## config.mk

```make
export PLATFORM = sky130hd
export DESIGN_NAME = ifetch_queue
export DESIGN_NICKNAME = d
export VERILOG_FILES = /design/src/rtl/ifetch_queue.sv
export SDC_FILE = /design/constraint.sdc
export NUM_CORES = 1
export LEC_CHECK = 0
export BUFFER_PORTS_ARGS = -buffer_cell sky130_fd_sc_hd__buf_2
export CAP_MARGIN = 20
export CORE_MARGIN = 2
export CORE_UTILIZATION = 35
export DETAILED_ROUTE_END_ITERATION = 10
export HOLD_SLACK_MARGIN = 0.08
export MAX_ROUTING_LAYER = met4
export PLACE_DENSITY_LB_ADDON = 0.12
export RECOVER_POWER = 100
export SYNTH_ARGS = -nofsm -noshare
export SYNTH_HDL_FRONTEND = slang
export SYNTH_SLANG_ARGS = --single-unit
```

## constraint.sdc

```tcl
create_clock -name clk -period 10.77 [get_ports clk]
set_input_delay 1.6155 -clock clk [delete_from_list [all_inputs] [get_ports clk]]
set_output_delay 1.6155 -clock clk [all_outputs]
set_load 0.005 [all_outputs]
```

## src/rtl/ifetch_queue.sv

```systemverilog
// Fetch stage: issues PCs to instruction memory and pairs in-order responses
// with their PCs in a small queue for decode; a redirect flush drops outstanding fetches.
module ifetch_queue #(
    parameter int XLEN  = 32,
    parameter int DEPTH = 4,
    parameter int CW    = $clog2(DEPTH + 1)
) (
    input  logic            clk,
    input  logic            rst,
    input  logic [XLEN-1:0] pc_in,
    input  logic            pc_valid,
    output logic            pc_ready,
    output logic            imem_req_valid,
    output logic [XLEN-1:0] imem_req_addr,
    input  logic            imem_req_ready,
    input  logic            imem_resp_valid,
    input  logic [XLEN-1:0] imem_resp_data,
    input  logic            flush,
    output logic            id_valid,
    output logic [XLEN-1:0] id_pc,
    output logic [XLEN-1:0] id_instr,
    input  logic            id_ready
);
    localparam int          PW      = $clog2(DEPTH);
    localparam logic [CW:0] DEPTH_W = (CW + 1)'(DEPTH);

    logic [XLEN-1:0]  pc_q    [DEPTH];
    logic [XLEN-1:0]  instr_q [DEPTH];
    logic [DEPTH-1:0] filled_q, filled_d;
    logic [PW-1:0]    wr_ptr_q, wr_ptr_d;
    logic [PW-1:0]    fill_ptr_q, fill_ptr_d;
    logic [PW-1:0]    rd_ptr_q, rd_ptr_d;
    logic [CW-1:0]    count_q, count_d;
    logic [CW-1:0]    drop_cnt_q, drop_cnt_d;

    logic [CW-1:0]    filled_cnt;
    logic [CW-1:0]    unfilled;
    logic [CW:0]      occupancy;
    logic             can_issue;
    logic             issue;
    logic             dequeue;
    logic             resp_drop;
    logic             resp_fill;

    // filled_q is cleared on dequeue, so its popcount is exactly the filled allocated entries
    always_comb begin
        filled_cnt = '0;
        for (int i = 0; i < DEPTH; i++) begin
            filled_cnt = filled_cnt + CW'(filled_q[i]);
        end
    end

    assign unfilled       = count_q - filled_cnt;
    assign occupancy      = {1'b0, count_q} + {1'b0, drop_cnt_q};
    assign can_issue      = !flush && (occupancy < DEPTH_W);

    assign imem_req_valid = pc_valid && can_issue;
    assign imem_req_addr  = pc_in;
    assign pc_ready       = imem_req_ready && can_issue;
    assign issue          = pc_valid && pc_ready;

    assign id_valid       = filled_q[rd_ptr_q] && (count_q != '0) && !flush;
    assign id_pc          = pc_q[rd_ptr_q];
    assign id_instr       = instr_q[rd_ptr_q];
    assign dequeue        = id_valid && id_ready;

    assign resp_drop      = imem_resp_valid && (drop_cnt_q != '0);
    assign resp_fill      = imem_resp_valid && (drop_cnt_q == '0) && (unfilled != '0) && !flush;

    always_comb begin
        wr_ptr_d   = wr_ptr_q;
        fill_ptr_d = fill_ptr_q;
        rd_ptr_d   = rd_ptr_q;
        count_d    = count_q;
        drop_cnt_d = drop_cnt_q;
        filled_d   = filled_q;

        if (flush) begin
            wr_ptr_d   = '0;
            fill_ptr_d = '0;
            rd_ptr_d   = '0;
            count_d    = '0;
            filled_d   = '0;
            // a response landing in the flush cycle pays off one owed drop
            drop_cnt_d = drop_cnt_q + unfilled;
            if (imem_resp_valid && (drop_cnt_d != '0)) begin
                drop_cnt_d = drop_cnt_d - CW'(1);
            end
        end else begin
            if (issue) begin
                filled_d[wr_ptr_q] = 1'b0;
                wr_ptr_d           = wr_ptr_q + PW'(1);
            end
            if (resp_drop) begin
                drop_cnt_d = drop_cnt_q - CW'(1);
            end
            if (resp_fill) begin
                filled_d[fill_ptr_q] = 1'b1;
                fill_ptr_d           = fill_ptr_q + PW'(1);
            end
            if (dequeue) begin
                filled_d[rd_ptr_q] = 1'b0;
                rd_ptr_d           = rd_ptr_q + PW'(1);
            end
            case ({issue, dequeue})
                2'b10:   count_d = count_q + CW'(1);
                2'b01:   count_d = count_q - CW'(1);
                default: count_d = count_q;
            endcase
        end
    end

    always_ff @(posedge clk) begin
        if (!rst) begin
            wr_ptr_q   <= '0;
            fill_ptr_q <= '0;
            rd_ptr_q   <= '0;
            count_q    <= '0;
            drop_cnt_q <= '0;
            filled_q   <= '0;
            for (int i = 0; i < DEPTH; i++) begin
                pc_q[i]    <= '0;
                instr_q[i] <= '0;
            end
        end else begin
            wr_ptr_q   <= wr_ptr_d;
            fill_ptr_q <= fill_ptr_d;
            rd_ptr_q   <= rd_ptr_d;
            count_q    <= count_d;
            drop_cnt_q <= drop_cnt_d;
            filled_q   <= filled_d;
            if (issue) begin
                pc_q[wr_ptr_q] <= pc_in;
            end
            if (resp_fill) begin
                instr_q[fill_ptr_q] <= imem_resp_data;
            end
        end
    end

endmodule

```

==> key figures <==
Outcome
  – Status: finished with violations
  – Failing checks: max-capacitance violations, max-slew violations

GRT
  – Gr ovfl total: 0
  – M2 GR Usage: 0.248
  – Global-route wire length before repair: 43.4 mm
  – Vias in the first global route: 7212
  – Met3 Use GR: 0.0245
  – Pin count of the biggest net entering global routing: 65
  – Initial antenna violation count: 0
  – GRT busiest layer: met2
  – Grt met1 use: 0.206
  – Tot GR Track Use: 0.154

Drt
  – Drt wl/cell: 19.7 um
  – Post-DRT Antenna Nets: 0
  – Initial DRT Pass Iterations: 4
  – Average via count per standard cell: 4.77
  – Routed wire length: 28.1 mm
  – Via count: 6810
  – Initial DRC Count: 292
  – # DRC: 0

Timing
  – Fin Setup TNS: 0 ps
  – Setup WS post-layout: 3820 ps
  – Tcrit/Tclk final: 0.645
  – Achievable frequency: 144 MHz
  – Slew margin rel.: -1.39
  – Final min period: 6950 ps
  – Final setup vio count: 0
  – Least-Margin Pin Slew: 3580 ps
  – RSZ-0062 raised after global routing: no
  – Fin. Hold Viols: 0
  – Max-slew violations: 468
  – Setup Skew: 9.96 ps

Setup path
  – WS Path Type: flop to flop
  – Max FO, Critical Path: 35
  – Worst reg-to-reg setup slack: 3820 ps
  – Critical path arrival: 7090 ps
  – Critical Path RT: 10910 ps
  – Worst setup SP type: flop
  – Critical Path End Type: flop

Placed design
  – Pre-CTS worst setup slack: 5800 ps
  – Placer Congestion: 0.756
  – Final HPWL DP: 16.5 mm
  – DP Area: 13700 um^2
  – Port Buffers: 169

Clock tree
  – Htree depth: 1
  – CTS Buf Count: 30
  – Post-CTS Hold Buffers: 0
  – Clock slew at reported path FFs: 60 ps
  – CTS root buffer: clkbuf_16
  – Post_cts resized: 0
  – Worst skew pair latency: 550 ps
  – CTS tree: done
  – CTS Sinks: 274
  – Number of setup buffers added after CTS: 0
  – Clock Path Buffers: 3

Logic synthesis
  – Cell Area, Synth: 12700 um^2
  – EDFF count, synth: 256
  – Compound-cell area share of the yosys netlist: 0.0148
  – Syn Nets: 906
  – Library cells used by synthesis: 37
  – Post-Synth Simple-Gate Area: 0.151
  – Xor/xnor share of the synthesized area: 0.00689
  – Main synth FF type: edfxtp_1
  – Main combinational cell family by area after synthesis: simple AND/OR/NAND/NOR gates
  – Post-synth ARST share: 0
  – Syn avg cell area: 15.7 um^2
  – Cell count after synthesis: 808
  – Post-synthesis sequential area ratio: 0.633
  – Synth warnings: 0
  – Adder-cell area share of the yosys netlist: 0.0307
  – Mux contribution to synthesized area: 0.118
  – Number of synthesized register bits: 274

Cells and area
  – Most common cell after layout, fill and taps aside: edfxtp_1
  – Share of layout cells above drive strength 1: 0.223
  – Nets@finish: 1041
  – Ant diodes: 0
  – Most frequent cells in the layout: edfxtp_1, and2_0, and2_1
  – Design area: 14500 um^2
  – Area growth syn-to-layout: 13.8%
  – Fillers: 3314

Floorplanning
  – Die Footprint: 37900 um^2
  – Core area: 35700 um^2
  – Die X: 195 um
  – Height of the die: 195 um
  – Initial core utilization: 0.356
  – Std cell rows: 69
  – Top Ports: 170

Power
  – PD cells: 158 nW/um^2
  – Internal power: 1.78 mW
  – Clock Power Share: 0.409
  – Sw Share: 0.222
  – Worst IR Drop VDD: 0.122 mV
  – Psw: 507 uW
  – Leak pwr: 5.19 nW
  – Total power: 2.28 mW
  – Sequential share of power: 0.533
  – Combinational Power Share: 0.058

Run
  – Max Cap Viol: 13

Min path
  – HP Class: flop to flop
==> cells by family (layout without fill, tap and decap cells) <==
logic type / count (synthesis) / count (layout)
simple gates: 305 / 305
fa+ha+maj: 27 / 27
compound gates: 25 / 25
xor+xnor: 10 / 10
buf+inv: 99 / 257
mux: 68 / 68
flops: 274 / 274
==> power by group through the flow <==
| stage | combinational (mW) | sequential [mW] | clock, mW |
|---|---|---|---|
| 2_1_floorplan | 0.0806 | 1.23 | 0 |
| 3_3_place_gp | 0.140 | 1.24 | 0 |
| 3_5_place_dp | 0.141 | 1.24 | 0 |
| 4_1_cts | 0.141 | 1.22 | 0.961 |
| 5_1_grt | 0.146 | 1.22 | 1.00 |
| 6_report | 0.131 | 1.22 | 0.935 |
==> stage by stage <==
| step | util | hold WS (ps) | std cells |
|---|---|---|---|
| floorplan | - | 494 | 808 |
| finish | 0.406 | 550 | 1427 |
| global route | 0.406 | 579 | 1427 |
| detailed placement | 0.386 | 539 | 1372 |
| global placement | 0.386 | 524 | 1372 |
| CTS | 0.410 | 545 | 1427 |
==> worst max-delay path, cell delays in order (launching register included) <==
cell      delay (ps)
dfxtp_1          330
fa_1             500
fa_1             420
fa_1             490
inv_1             50
fa_1             400
xnor2_1          230
a311oi_4         310
clkbuf_1        1190
and3_1          1120
nand2b_1        1480
==> Yosys cell counts, drive strengths merged, types with 6 or more instances <==
| library cell | instances | area share |
|---|---|---|
| fa | 7 | 0.011 |
| edfxtp | 256 | 0.60 |
| a21oi | 6 | 0.0024 |
| nor2 | 9 | 0.0027 |
| mux4 | 65 | 0.12 |
| nand2 | 9 | 0.0027 |
| ha | 20 | 0.020 |
| inv | 24 | 0.0071 |
| clkbuf | 15 | 0.0044 |
| and3 | 11 | 0.0066 |
| nand2b | 7 | 0.0034 |
| and2 | 256 | 0.13 |
| o21ai | 7 | 0.0028 |
| dfxtp | 18 | 0.028 |
| buf | 60 | 0.035 |
| xnor2 | 6 | 0.0041 |
==> state kept, by name, indices dropped and copies added (netlist names), named ones only <==
register    cells
instr_q       128
pc_q          128
filled_q        4
count_q         3
drop_cnt_q      3
fill_ptr_q      2
rd_ptr_q        2
wr_ptr_q        2
==> metal layers <==
metal,routed length [um],share of wire
met3,1340,0.047
met2,13500,0.48
met1,12700,0.45
met5,0,0
met4,563,0.020
==> cell type report <==
class,instances,area (um^2),area share
Sequential cell,274,8050,0.557
Inverter,24,90.1,0.00623
Tap cell,461,577,0.0399
Timing Repair Buffer,178,806,0.0557
Multi-Input combinational cell,435,4060,0.281
Clock inverter,16,72.6,0.00502
Clock buffer,39,806,0.0557
==> final timing paths <==
path	from	endpoint	cells past startpoint
hold / removal	filled_q[0]	filled_q[0]	2
hold reg to reg	filled_q[0]	filled_q[0]	2
setup reg to reg	filled_q[1]	instr_q[1][15]	10
setup / recovery	filled_q[1]	instr_q[1][15]	10
No activity file was read; power rests on OpenSTA's default activity.
